**src/rtl/crc8_frame_ctrl.sv**
```systemverilog
// Purpose : frames a byte stream, forwarding payload and appending one CRC-8 byte (poly 0x07, MSB-first) per frame.
// Latency : 1 cycle from accept to out_*; the CRC byte follows the last payload beat back-to-back when out_ready is high.
// Backpr. : out_* hold while out_valid && !out_ready; in_ready drops whenever the output slot is full, in APPEND, or on abort.
//
// Ports:
//   clk, rst              sole rising-edge clock, asynchronous active-high reset
//   abort                 synchronous frame abort: drops the open frame and its pending CRC
//   in_valid/in_ready     upstream handshake, in_data payload byte, in_last closes the frame
//   out_valid/out_ready   downstream handshake, out_data payload or CRC byte, out_last only on the CRC byte
//   busy                  a frame is open or the output register still holds a byte
//   frame_count           completed frames, saturating (only when CRC8_FRAME_STATS_EN is defined)
//
// Optional build macro: CRC8_FRAME_STATS_EN adds the frame_count port and its counter.

// Combinational CRC-8 step: folds one byte into the running remainder.
module crc (
  input  logic [7:0] crcIn,
  input  logic [7:0] data,
  output logic [7:0] crcOut
);
  logic [7:0] work;

  always_comb begin
    work = crcIn ^ data;
    for (int i = 0; i < 8; i++) begin
      work = work[7] ? ((work << 1) ^ 8'h07) : (work << 1);
    end
    crcOut = work;
  end
endmodule

module crc8_frame_ctrl #(
  parameter logic [7:0] INIT   = 8'h00,
  parameter logic [7:0] XOROUT = 8'h00
) (
  input  logic        clk,
  input  logic        rst,
  input  logic        abort,
  input  logic        in_valid,
  output logic        in_ready,
  input  logic [7:0]  in_data,
  input  logic        in_last,
  output logic        out_valid,
  input  logic        out_ready,
  output logic [7:0]  out_data,
  output logic        out_last,
  output logic        busy
`ifdef CRC8_FRAME_STATS_EN
  ,
  output logic [15:0] frame_count
`endif
);

  localparam logic [1:0] IDLE   = 2'd0;
  localparam logic [1:0] DATA   = 2'd1;
  localparam logic [1:0] APPEND = 2'd2;

  logic [1:0] state;
  logic [7:0] crcReg;
  logic [7:0] crcNext;
  logic       slotFree;
  logic       accept;
  logic       loadCrc;

  crc uCrc (
    .crcIn (crcReg),
    .data  (in_data),
    .crcOut(crcNext)
  );

  // The output register can take a new byte when empty or draining this cycle.
  assign slotFree = !out_valid || out_ready;
  assign in_ready = slotFree && (state != APPEND) && !abort;
  assign accept   = in_valid && in_ready;
  // Abort wins over the CRC load so an aborted frame never emits its CRC.
  assign loadCrc  = (state == APPEND) && slotFree && !abort;
  assign busy     = (state != IDLE) || out_valid;

  // Frame state and running CRC.
  always_ff @(posedge clk or posedge rst) begin
    if (rst) begin
      state  <= IDLE;
      crcReg <= INIT;
    end else if (abort) begin
      state  <= IDLE;
      crcReg <= INIT;
    end else if (accept) begin
      crcReg <= crcNext;
      state  <= in_last ? APPEND : DATA;
    end else if (loadCrc) begin
      crcReg <= INIT;
      state  <= IDLE;
    end
  end

  // Output register. A byte already held here survives an abort untouched.
  always_ff @(posedge clk or posedge rst) begin
    if (rst) begin
      out_valid <= 1'b0;
      out_data  <= 8'h00;
      out_last  <= 1'b0;
    end else if (accept) begin
      out_valid <= 1'b1;
      out_data  <= in_data;
      out_last  <= 1'b0;
    end else if (loadCrc) begin
      out_valid <= 1'b1;
      out_data  <= crcReg ^ XOROUT;
      out_last  <= 1'b1;
    end else if (out_valid && out_ready) begin
      out_valid <= 1'b0;
    end
  end

`ifdef CRC8_FRAME_STATS_EN
  // Counts frames whose CRC beat has been handed downstream; sticks at all-ones.
  always_ff @(posedge clk or posedge rst) begin
    if (rst) begin
      frame_count <= 16'h0000;
    end else if (out_valid && out_ready && out_last && (frame_count != 16'hFFFF)) begin
      frame_count <= frame_count + 16'd1;
    end
  end
`endif

endmodule

```
**config.mk**
```make
export PLATFORM = sky130hd
export DESIGN_NAME = crc8_frame_ctrl
export DESIGN_NICKNAME = d
export VERILOG_FILES = /design/src/rtl/crc8_frame_ctrl.sv
export SDC_FILE = /design/constraint.sdc
export NUM_CORES = 1
export LEC_CHECK = 0
export CAP_MARGIN = 20
export CORE_UTILIZATION = 45
export DETAILED_ROUTE_END_ITERATION = 8
export GPL_TIMING_DRIVEN = 0
export PLACE_DENSITY_LB_ADDON = 0.15
export SYNTH_ARGS = -nofsm -noshare
export SYNTH_HDL_FRONTEND = slang
export SYNTH_SLANG_ARGS = --single-unit
```
**constraint.sdc**
```tcl
create_clock -name clk -period 2.05 [get_ports clk]
set_clock_uncertainty 0.2 [all_clocks]
set_input_delay 0.41 -clock clk [delete_from_list [all_inputs] [get_ports clk]]
set_output_delay 0.41 -clock clk [all_outputs]
set_load 0.05 [all_outputs]
```
==> results.json, run 1 <==
{
  "status": "complete, no violations",
  "yosysMostFrequentCell": "nand2_1",
  "detail-route-antenna-nets": 0,
  "finalCriticalPeriod_ps": 2000,
  "fmax_mhz": 500,
  "io-pin-count": 26,
  "fin_tns_setup_ps": 0,
  "synth_edf_count": 0,
  "path_cells": "clkdlybuf4s50_1 -> xnor2_2 -> xnor3_1 -> o41a_1 -> a31oi_1",
  "tightest_slew_ps": 913,
  "critical-path-slowest-cell": "clkdlybuf4s50_1",
  "synth-seq-cells": 20,
  "port_buffers": 25,
  "clkSlewWorstSetupHoldPaths_ps": 110,
  "core_area_sq_mm": 0.00250,
  "crit_path_max_fanout": 3,
  "antenna_found_initial": 0,
  "hold_path_class": "flip-flop to flip-flop",
  "area_growth_pct": 33.5,
  "overflow": 0,
  "tritoncts": "yes",
  "p_total_uw": 1940,
  "nNetsFinal": 161,
  "synth_flop_cell": "dfrtp_1",
  "crit_required_ps": 2070,
  "holdWs_ps": 277,
  "slew_viol_final": 0,
  "ys_top_cells_by_count": "nand2_1, dfrtp_1, a22oi_1, xnor2_1, inv_1",
  "arrival_ps": 2020,
  "rows": 18,
  "max_slew_margin_pct": 38.9,
  "yosysTopAreaCellShare_pct": 41.8,
  "drt_iter0_markers": 31,
  "antennaDiodeCount": 0,
  "leakagePower_uw": 0.000799,
  "grt_pass1_vias": 925,
  "clock_latency_ps": 300,
  "cp_top_family": "XOR/XNOR gates",
  "vias": 1009,
  "die_h_um": 53.6,
  "path_class": "input port to flip-flop",
  "powerDensity_mw_per_mm2": 1220,
  "cts.sinks": 20,
  "cts_inserted_buffers": 3,
  "async_reset_ff_share_pct": 100,
  "crit_buf_inv": 1,
  "die_area_sq_mm": 0.00287,
  "routedWlPerCell_um": 16.1,
  "startpoint_type": "input port",
  "grt_start_max_net_pins": 21,
  "start_util_pct": 47.8,
  "drv_cap": 0,
  "syn_area_sq_mm": 0.00120,
  "wirelength_mm": 2.82,
  "crit_path_end_kind": "flip-flop",
  "synth_area_leader_cell": "dfrtp_1",
  "ff2ff_setup_slack_ps": 160,
  "timing.rr.start": "crcReg[0]$_DFFE_PP0P_",
  "h-tree-depth": 1,
  "netlist_instances": 110,
  "setup_viol": 0,
  "dr.pass1.iters": 4,
  "finalHoldViolCount": 0,
  "synth_area_per_cell_sq_um": 10.9,
  "viasPerCell": 5.77,
  "synth_cell_types": 26,
  "gp_congestion": 0.742,
  "holdCritStartpoint": "out_data[3]$_DFFE_PP0P_",
  "clockBufferDepth": 2,
  "cts_root_buf": "clkbuf_4",
  "chipWidth_um": 53.6,
  "max_stage_delay_ps": 460,
  "layout-drive-gt1-share_pct": 15.9,
  "gr-usage-all-layers_pct": 22.4,
  "yosysWarnings": 0,
  "r2r_cells": 4,
  "worstHoldEndpoint": "out_data[3]$_DFFE_PP0P_",
  "grt_pass1_wl_mm": 4.42,
  "crit_path_start": "in_data[0]",
  "synth.area.top_cells": "dfrtp_1, xnor3_1, nand2_1, xnor2_1, a22oi_1",
  "synth_seq_area_share_pct": 41.8,
  "final.period_utilization_pct": 97.5,
  "r2r-end": "crcReg[1]$_DFFE_PP0P_",
  "dp.final_hpwl_mm": 1.92,
  "min_path_cells": 2,
  "drc": 0,
  "synth_fp_nets": 124,
  "vdd_drop_max_v": 0.000825
}
[cell families (layout without fill, tap and decap cells)]
kind of cell,count (synthesis),in the layout,synth area share (%)
AO/OA/AOI/OAI,27,27,17.4
XOR/XNOR,19,19,23.6
buffers and inverters,10,45,3.14
flip-flops,20,20,41.8
AND/OR/NAND/NOR,34,34,14.0
[worst reg2reg max path: cells and delay by family, from the launching register on]
kind / cells / cell delay, ps
xor gates and xnor gates: 2 / 670
AOI/OAI and AO/OA: 2 / 510
DFF: 1 / 440
[metal layers]
metal  wire length (um)  part of all wire [%]  up-vias  GRT usage (%)
met5                  0                     0        -              0
met4                 28                  0.99        0           10.5
met3                219                   7.8        6           3.11
met2               1390                    49       45           35.6
met1               1180                    42      489           30.0
li1                   -                     -      469              -
[power by group]
group / leakage, uW / internal (uW) / total [uW] / switching, uW
logic: 0.000529 / 584 / 1130 / 548
clock network: 0.0000138 / 68.6 / 190 / 122
registers: 0.000256 / 504 / 622 / 118
total: 0.000799 / 1160 / 1940 / 788
[registers in the layout, indices dropped and copies added (netlist names)]
register,cells
out_valid,1
out_data,8
out_last,1
state,2
crcReg,8
[worst max-delay path by stage]
stage / end / depth (start not counted) / slack [ps]
floorplan: out_data[0]$_DFFE_PP0P_ / 5 / 80
CTS: crcReg[1]$_DFFE_PP0P_ / 5 / 6
global route: crcReg[1]$_DFFE_PP0P_ / 5 / -10
detailed placement: in_ready / 4 / -560
finish: crcReg[1]$_DFFE_PP0P_ / 5 / 50
global placement: in_ready / 4 / -540
[per-stage QoR]
step | setup WS, ps | instance area, sq um | instances | util (%)
finish | 50.3 | 1600 | 175 | 63.9
detailed placement | -563 | 1500 | 165 | 59.8
CTS | 6.10 | 1560 | 172 | 62.4
global route | -13.7 | 1600 | 175 | 63.9
global placement | -541 | 1500 | 165 | 59.8
floorplan | 82.8 | 1210 | 110 | -
[cell usage in the layout (no fill, tap or decap), drive strengths merged, types with 5 or more instances in the layout]
cell,n
a22oi,8
a31oi,6
dlygate4sd2,11
xnor3,6
dfrtp,20
buf,10
nand2,24
clkbuf,5
xnor2,9
clkdlybuf4s50,11
inv,7
[repair_timing]
item / CTS / global route
setup buffers: 5 / 3
hold buffers: 0 / 0
resized for setup: 28 / 3
pin swaps: 5 / 4
setup endpoints to repair: 25 / 11
[final cells by class]
type | count | area (sq um)
fill | 210 | 903
multi-input combinational | 80 | 709
timing repair buffer | 33 | 292
tap | 30 | 37.5
clock buffer | 3 | 22.5
buffer | 2 | 8.76
sequential | 20 | 500
inverter | 7 | 26.3
Power figures use the tool's default switching activity.
==> run 2: changes to the inputs <==
--- a/config.mk
+++ b/config.mk
@@ -5,8 +5,8 @@
 export SDC_FILE = /design/constraint.sdc
 export NUM_CORES = 1
 export LEC_CHECK = 0
-export CAP_MARGIN = 20
 export CORE_UTILIZATION = 45
+export CTS_CLUSTER_DIAMETER = 100
 export DETAILED_ROUTE_END_ITERATION = 8
 export GPL_TIMING_DRIVEN = 0
 export PLACE_DENSITY_LB_ADDON = 0.15
==> results of run 2 <==
No change in the layout: final DEF, timing and power equal those of run 1.
